$ cat src/rtl/keypad_scanner.sv
// 4x4 matrix keypad scanner with debounce and release detection.
// Rows are driven active-low one at a time; one debounced key code is emitted per press.
module keypad_scanner #(
  parameter int unsigned DEBOUNCE_TICKS = 3,
  parameter int unsigned RELEASE_TICKS  = 3,
  parameter int unsigned CNT_W          = 8
) (
  input  logic       clk,
  input  logic       reset,
  input  logic       scan_clk,
  input  logic [3:0] col_n,
  output logic [3:0] row_n,
  output logic [3:0] key_code,
  output logic       key_valid,
  output logic       key_held
);

  localparam int unsigned ROW_W = 2;
  localparam int unsigned COL_W = 2;
  localparam logic [CNT_W-1:0] CNT_MAX = '1;

  typedef enum logic [1:0] {
    SCAN     = 2'd0,
    DEBOUNCE = 2'd1,
    HELD     = 2'd2
  } state_t;

  state_t           state_q, state_d;
  logic [CNT_W-1:0] cnt_q, cnt_d, cnt_inc;
  logic [ROW_W-1:0] row_q, row_d;
  logic [COL_W-1:0] col_q, col_d, sel_col;
  logic [3:0]       col_meta, col_s;
  logic             scan_q;
  logic             tick;
  logic             pressed;
  logic [3:0]       row_n_d;
  logic [3:0]       code_d;
  logic             valid_d;
  logic             held_d;

  assign tick    = scan_clk & ~scan_q;
  assign pressed = (col_s != 4'hF);
  assign cnt_inc = (cnt_q == CNT_MAX) ? cnt_q : cnt_q + CNT_W'(1);

  // Lowest-index low column wins when several are pressed together.
  always_comb begin
    sel_col = 2'd3;
    if (!col_s[0])      sel_col = 2'd0;
    else if (!col_s[1]) sel_col = 2'd1;
    else if (!col_s[2]) sel_col = 2'd2;
  end

  always_ff @(posedge clk or posedge reset) begin
    if (reset) begin
      state_q   <= SCAN;
      cnt_q     <= '0;
      row_q     <= '0;
      col_q     <= '0;
      col_meta  <= 4'hF;
      col_s     <= 4'hF;
      scan_q    <= 1'b0;
      row_n     <= 4'b1110;
      key_code  <= 4'h0;
      key_valid <= 1'b0;
      key_held  <= 1'b0;
    end else begin
      state_q   <= state_d;
      cnt_q     <= cnt_d;
      row_q     <= row_d;
      col_q     <= col_d;
      col_meta  <= col_n;
      col_s     <= col_meta;
      scan_q    <= scan_clk;
      row_n     <= row_n_d;
      key_code  <= code_d;
      key_valid <= valid_d;
      key_held  <= held_d;
    end
  end

  // Next-state logic: everything advances only on a scan tick.
  always_comb begin
    state_d = state_q;
    cnt_d   = cnt_q;
    row_d   = row_q;
    col_d   = col_q;
    code_d  = key_code;
    valid_d = 1'b0;
    held_d  = key_held;
    if (tick) begin
      unique case (state_q)
        SCAN: begin
          if (pressed) begin
            col_d   = sel_col;
            cnt_d   = CNT_W'(1);
            state_d = DEBOUNCE;
          end else begin
            row_d = row_q + ROW_W'(1);
          end
        end
        DEBOUNCE: begin
          if (pressed && (sel_col == col_q)) begin
            if (cnt_inc == CNT_W'(DEBOUNCE_TICKS)) begin
              code_d  = {row_q, col_q};
              valid_d = 1'b1;
              held_d  = 1'b1;
              cnt_d   = '0;
              state_d = HELD;
            end else begin
              cnt_d = cnt_inc;
            end
          end else begin
            cnt_d   = '0;
            row_d   = row_q + ROW_W'(1);
            state_d = SCAN;
          end
        end
        HELD: begin
          if (!pressed) begin
            if (cnt_inc == CNT_W'(RELEASE_TICKS)) begin
              held_d  = 1'b0;
              cnt_d   = '0;
              row_d   = row_q + ROW_W'(1);
              state_d = SCAN;
            end else begin
              cnt_d = cnt_inc;
            end
          end else begin
            cnt_d = '0;
          end
        end
        default: begin
          cnt_d   = '0;
          state_d = SCAN;
        end
      endcase
    end
    row_n_d = ~(4'b0001 << row_d);
  end

endmodule

$ cat config.mk
export PLATFORM = sky130hd
export DESIGN_NAME = keypad_scanner
export DESIGN_NICKNAME = d
export VERILOG_FILES = /design/src/rtl/keypad_scanner.sv
export SDC_FILE = /design/constraint.sdc
export NUM_CORES = 1
export LEC_CHECK = 0
export CORE_ASPECT_RATIO = 0.8
export CORE_MARGIN = 2
export CORE_UTILIZATION = 50
export CTS_CLUSTER_SIZE = 12
export DETAILED_ROUTE_END_ITERATION = 10
export PLACE_DENSITY_LB_ADDON = 0.15
export SYNTH_ARGS = -nofsm -noshare
export SYNTH_HDL_FRONTEND = slang
export SYNTH_SLANG_ARGS = --single-unit
$ cat constraint.sdc
create_clock -name clk -period 2.4 [get_ports clk]
set_clock_uncertainty 0.1 [all_clocks]
set_input_delay 0.24 -clock clk [delete_from_list [all_inputs] [get_ports clk]]
set_output_delay 0.24 -clock clk [all_outputs]
set_load 0.03 [all_outputs]
After elaboration in Yosys (flattened, before gate mapping). Index checks and enable logic that the tools add are counted.

Flip-flop bits (word level): 33. Bits in latches: 0. Memory bits (writable): 0. Bits in read-only memories: 0. Input port bits: 7. Output and inout bits: 10. Word-level logic and storage cells: 67. Memories kept: 0.

$add $sub $neg: 2. $mul: 0. Divide/modulo/power cells: 0. $lt $le $gt $ge: 0. Eq/ne operators: 12. Shifts and indexed selects: 1. Muxes and demuxes: 30. Bitwise operators: 3. Reductions and logical operators: 8.

Operators by type and width (number): $mux 8 (5); $mux 2 (12); $pmux 8 s3 (1); $pmux 2 s3 (2); $ne 2x2->1 const B (5); $mux 1 (9); $add 8x1->8 const B (1); $eq 8x2->1 const B (1); $eq 8x8->1 const B (1); $reduce_and 6->1 (1); $reduce_and 5->1 (1); $ne 4x4->1 const B (1); $not 4->4 (1); $reduce_and 4->1 (1); $shl 1x2->4 const A (1); $ne 3x3->1 const B (1); $reduce_and 3->1 (1); $add 2x1->2 const B (1); $eq 2x1->1 const B (1); $eq 2x2->1 (1); $eq 2x2->1 const B (1); $logic_not 2->1 (1); $pmux 1 s2 (1); $reduce_and 2->1 (1); other kinds (4) (4).

Depth between registers and ports, before layout.
Depth in word-level cells: 10. Depth in mapped cells: 8. Mapped depth without buffers: 7.

Worst setup path after synthesis. Ideal clock, no wire load.

Kind: register to register. From: register cnt_q[0]. To: register key_code[0]. Setup time: 0.125 ns. Arrival: 2.007 ns. Required time: 2.175 ns. Setup slack: 0.168 ns. Cell stages (with the launch flop): 8. Buffers on the path: 1. Clock period less this slack: 2.232 ns. Cells stage by stage: dfrtp_1 > ha_1 > buf_4 > or3_1 > o211ai_2 > nand4_4 > nor3_4 > mux2_4.

Word-level cells in the longest chain between the ends: 4. Elaborated cells between the ends (all ways): 5. Classes of those cells: 1 x add/sub; 2 x eq/ne; 1 x mux; 1 x reduce/logical.

RTL lines: start: declaration (RTL line 29) `logic [CNT_W-1:0] cnt_q, cnt_d, cnt_inc;`; start signal: assignment (RTL line 68) `cnt_q <= cnt_d;`; $add 8x1->8 or $eq 8x8->1 (tied branches) (RTL line 43) `assign cnt_inc = (cnt_q == CNT_MAX) ? cnt_q : cnt_q + CNT_W'(1);`; $mux 8 * (RTL line 43); $eq 8x2->1 * (RTL line 103) `if (cnt_inc == CNT_W'(DEBOUNCE_TICKS)) begin`; $reduce_and 4->1 (no line) *; end signal: assignment (RTL line 75) `key_code <= code_d;`; end: declaration (RTL line 13) `output logic [3:0] key_code,`.

Mark *: on every way between the ends. The rest lies on a longest branch, timed or not. A chain may end at the register's enable or synchronous reset.

Worst setup path in the final report.
From: register cnt_q[1]. To: register key_code[2].

The elaborated chain is that of the path after synthesis.

==> summary.md <==
| Metric | Value |
|---|---|
| CP delay by family, top | `simple AND/OR/NAND/NOR gates` |
| Relative slew slack | `65.57%` |
| Layout Nets | `175` |
| Vias in the first global route | `1,108` |
| Setup TNS | `0 ns` |
| Mux contribution to synthesized area | `3.756%` |
| Buf/Inv on CP | `0` |
| Most used DFF post-synth | `dfrtp_1` |
| Max Fclk | `0.4430 GHz` |
| WL final | `3.109 mm` |
| Starting Density | `52.21%` |
| Tcrit/Tclk final | `94.06%` |
| Syn Nets | `153` |
| Total global-route track usage | `19.86%` |
| Wire per inst | `14.95 um` |
| N_diodes | `0` |
| First-pass DRT Iterations | `6` |
| Post-Syn Area per Cell | `11.03 um2` |
| Clk_lat worst skew | `0.28 ns` |
| Drt via density | `5.803` |
| Most common cell after layout, fill and taps aside | `dfrtp_1` |
| Final hold vios | `0` |
| Status | `completed` |
| DRC | `0` |
| Worst-path fanout max | `10` |
| Synth Area in XOR/XNOR | `1.095%` |
| Initial antenna violation count | `0` |
| H-tree levels | `2` |
| Synth Area in Compound Gates | `17.45%` |
| Crit-path cells | `ha_4 -> nand4_1 -> o211ai_2 -> nand4_4 -> nor3_4 -> mux2_4` |
| Post-synth EDFFs | `0` |
| Total power divided by cell area | `1002 nW/um2` |
| Slowest stage cell, crit path | `dfrtp_1` |
| Rows | `18` |
| Mapped cell area | `1599 um2` |
| Worst slew pin tran | `0.5165 ns` |
| Synth Area in Simple Gates | `20.19%` |
| WP data arrival | `2.32 ns` |
| Setup crit end kind | `flop` |
| Ys Warns | `0` |
| Largest net degree at the start of global routing | `34` |
| Register bit count reported by yosys | `33` |
| Adder-cell share of the synthesized area | `0.7825%` |
| Tot Pwr | `1888 uW` |
| Share of layout cells above drive strength 1 | `22.02%` |
| Slew Viols, Final | `0` |
| Syn-to-layout area delta | `17.92%` |
| # clock sinks | `33` |
| VDD IR max | `0.0005790 V` |
| Die W | `67.23 um` |
| Endpoints failing setup | `0` |
| CTS tree | `yes` |
| CP peak stage delay | `0.45 ns` |
| Synth async-reset ratio | `100.0%` |
| CTS root buf | `clkbuf_8` |
| Core Footprint | `3063 um2` |
| Tightest Hold Check Type | `in2async` |
| Routed Antenna Nets | `0` |
| Placed wire-length estimate | `2.229 mm` |
| Seq/Total Area, Yosys | `52.50%` |
| Filler cells | `266` |
| RSZ-0062 raised after global routing | `false` |
| Fin crit period | `2.258 ns` |
| Post-cts hold buffer count | `0` |
| Total congestion overflow | `0` |
| Die Footprint | `3669 um2` |
| Max_cap viols | `0` |
| Max clock buf depth | `2` |
| Clock-pin slew on the worst setup and hold paths | `0.07 ns` |
| Via count | `1,207` |
| RD Place Congestion | `0.7897` |
| Detailed Route Iter0 Violations | `43` |
| Leak Pwr | `0.0007589 uW` |
| IO Port Bufs | `16` |
| Main combinational cell family by area after synthesis | `simple AND/OR/NAND/NOR gates` |
| Crit path launch type | `flop` |
| Gate Count Post-Synth | `145` |
| Ports | `17` |
| Critical path class | `reg2reg` |
| First-pass GRT wire length | `5.133 mm` |
| Die Span Y | `54.58 um` |
| Inserted Clock Buffers | `5` |
| Commonest non-fill, non-tap cells in the layout | `22 x dfrtp_1, 19 x nand2_1, 16 x clkdlybuf4s50_1, 11 x dfstp_2, 10 x a21oi_1` |
| Data required, critical path | `2.46 ns` |
| Post-synth cell types | `48` |
## worst paths after layout
| kind | slack [ns] | from | end | cells past startpoint |
|---|---|---|---|---|
| worst min-delay path | 0.24 | reset | col_q[0] | 3 |
| worst max-delay path | 0.14 | cnt_q[1] | key_code[2] | 6 |
| worst min register to register | 0.25 | col_meta[1] | col_s[1] | 0 |
| max in group asynchronous | 1.64 | reset | col_meta[3] | 3 |
| worst max register to register | 0.14 | cnt_q[1] | key_code[2] | 6 |
| min in group clk | 0.25 | col_meta[1] | col_s[1] | 0 |
## logic make-up after synthesis
group	count (synthesis)
DFF	33
buffers and inverters	10
and+or+nand+nor	54
AOI/OAI and AO/OA	41
adders and majority gates	1
xor gates and xnor gates	2
muxes	4
## per-stage QoR
stage / cells / util, % / cell area, um2 / setup WS (ns) / hold slack (ns)
finish: 208 / 61.56 / 1886 / 0.1425 / 0.2369
global route: 208 / 61.56 / 1886 / 0.05923 / 0.2602
CTS: 207 / 60.91 / 1866 / 0.03071 / 0.2437
detailed placement: 199 / 58.21 / 1783 / 0.03483 / 0.2479
global placement: 199 / 58.21 / 1783 / 0.1608 / 0.2457
floorplan: 145 / - / 1599 / 0.1679 / 0.1445
## flip-flops by register name, indices dropped and copies added (netlist names)
name,cells
cnt_q,8
col_meta,4
col_s,4
key_code,4
row_n,4
col_q,2
row_q,2
state_q,2
key_held,1
key_valid,1
scan_q,1
## Yosys cell counts, types with 3 or more instances
| master | instances | area [um2] |
|---|---|---|
| a21oi_1 | 10 | 50.05 |
| a31oi_1 | 5 | 31.28 |
| a41oi_1 | 3 | 26.28 |
| dfrtp_1 | 22 | 550.5 |
| dfstp_2 | 11 | 289.0 |
| inv_1 | 5 | 18.77 |
| mux2_4 | 4 | 60.06 |
| nand2_1 | 19 | 71.32 |
| nand2b_1 | 3 | 18.77 |
| nand3_1 | 5 | 25.02 |
| nand4_1 | 5 | 31.28 |
| nor2_1 | 4 | 15.01 |
| nor3_1 | 3 | 15.01 |
| o211ai_1 | 3 | 22.52 |
| o21ai_0 | 6 | 30.03 |
## layer usage
metal	part of all wire, %	up-vias	track usage [%]
li1	-	581	-
met1	47	579	27.11
met2	45	42	29.04
met3	6.1	5	5.556
met4	1.6	0	10.20
met5	0	-	0
## where the power goes
group / total, uW / switching [uW] / internal (uW)
combinational: 656 / 367 / 290
clock: 386 / 186 / 200
sequential: 846 / 142 / 704
## cell type report
cell class	count	area, um2	share of cell area [%]
Clock buffer	6	72.57	3.849
Clock inverter	2	10.01	0.5309
Inverter	5	18.77	0.9954
Multi-Input combinational cell	102	704.4	37.36
Sequential cell	33	839.6	44.53
Tap cell	40	50.05	2.654
Timing Repair Buffer	20	190.2	10.09
## worst register-to-register path, cell delays in order (launching register included)
cell      delay (ns)
dfrtp_1         0.45
ha_4            0.22
nand4_1         0.20
o211ai_2        0.29
nand4_4         0.17
nor3_4          0.37
mux2_4          0.34
## what timing repair did
item                                    CTS  global route
setup buffers                             0             1
endpoints found under the setup margin    0             4
resized for setup                         0             2
endpoints found under the hold margin     0             0
No activity file was read; power rests on OpenSTA's default activity.
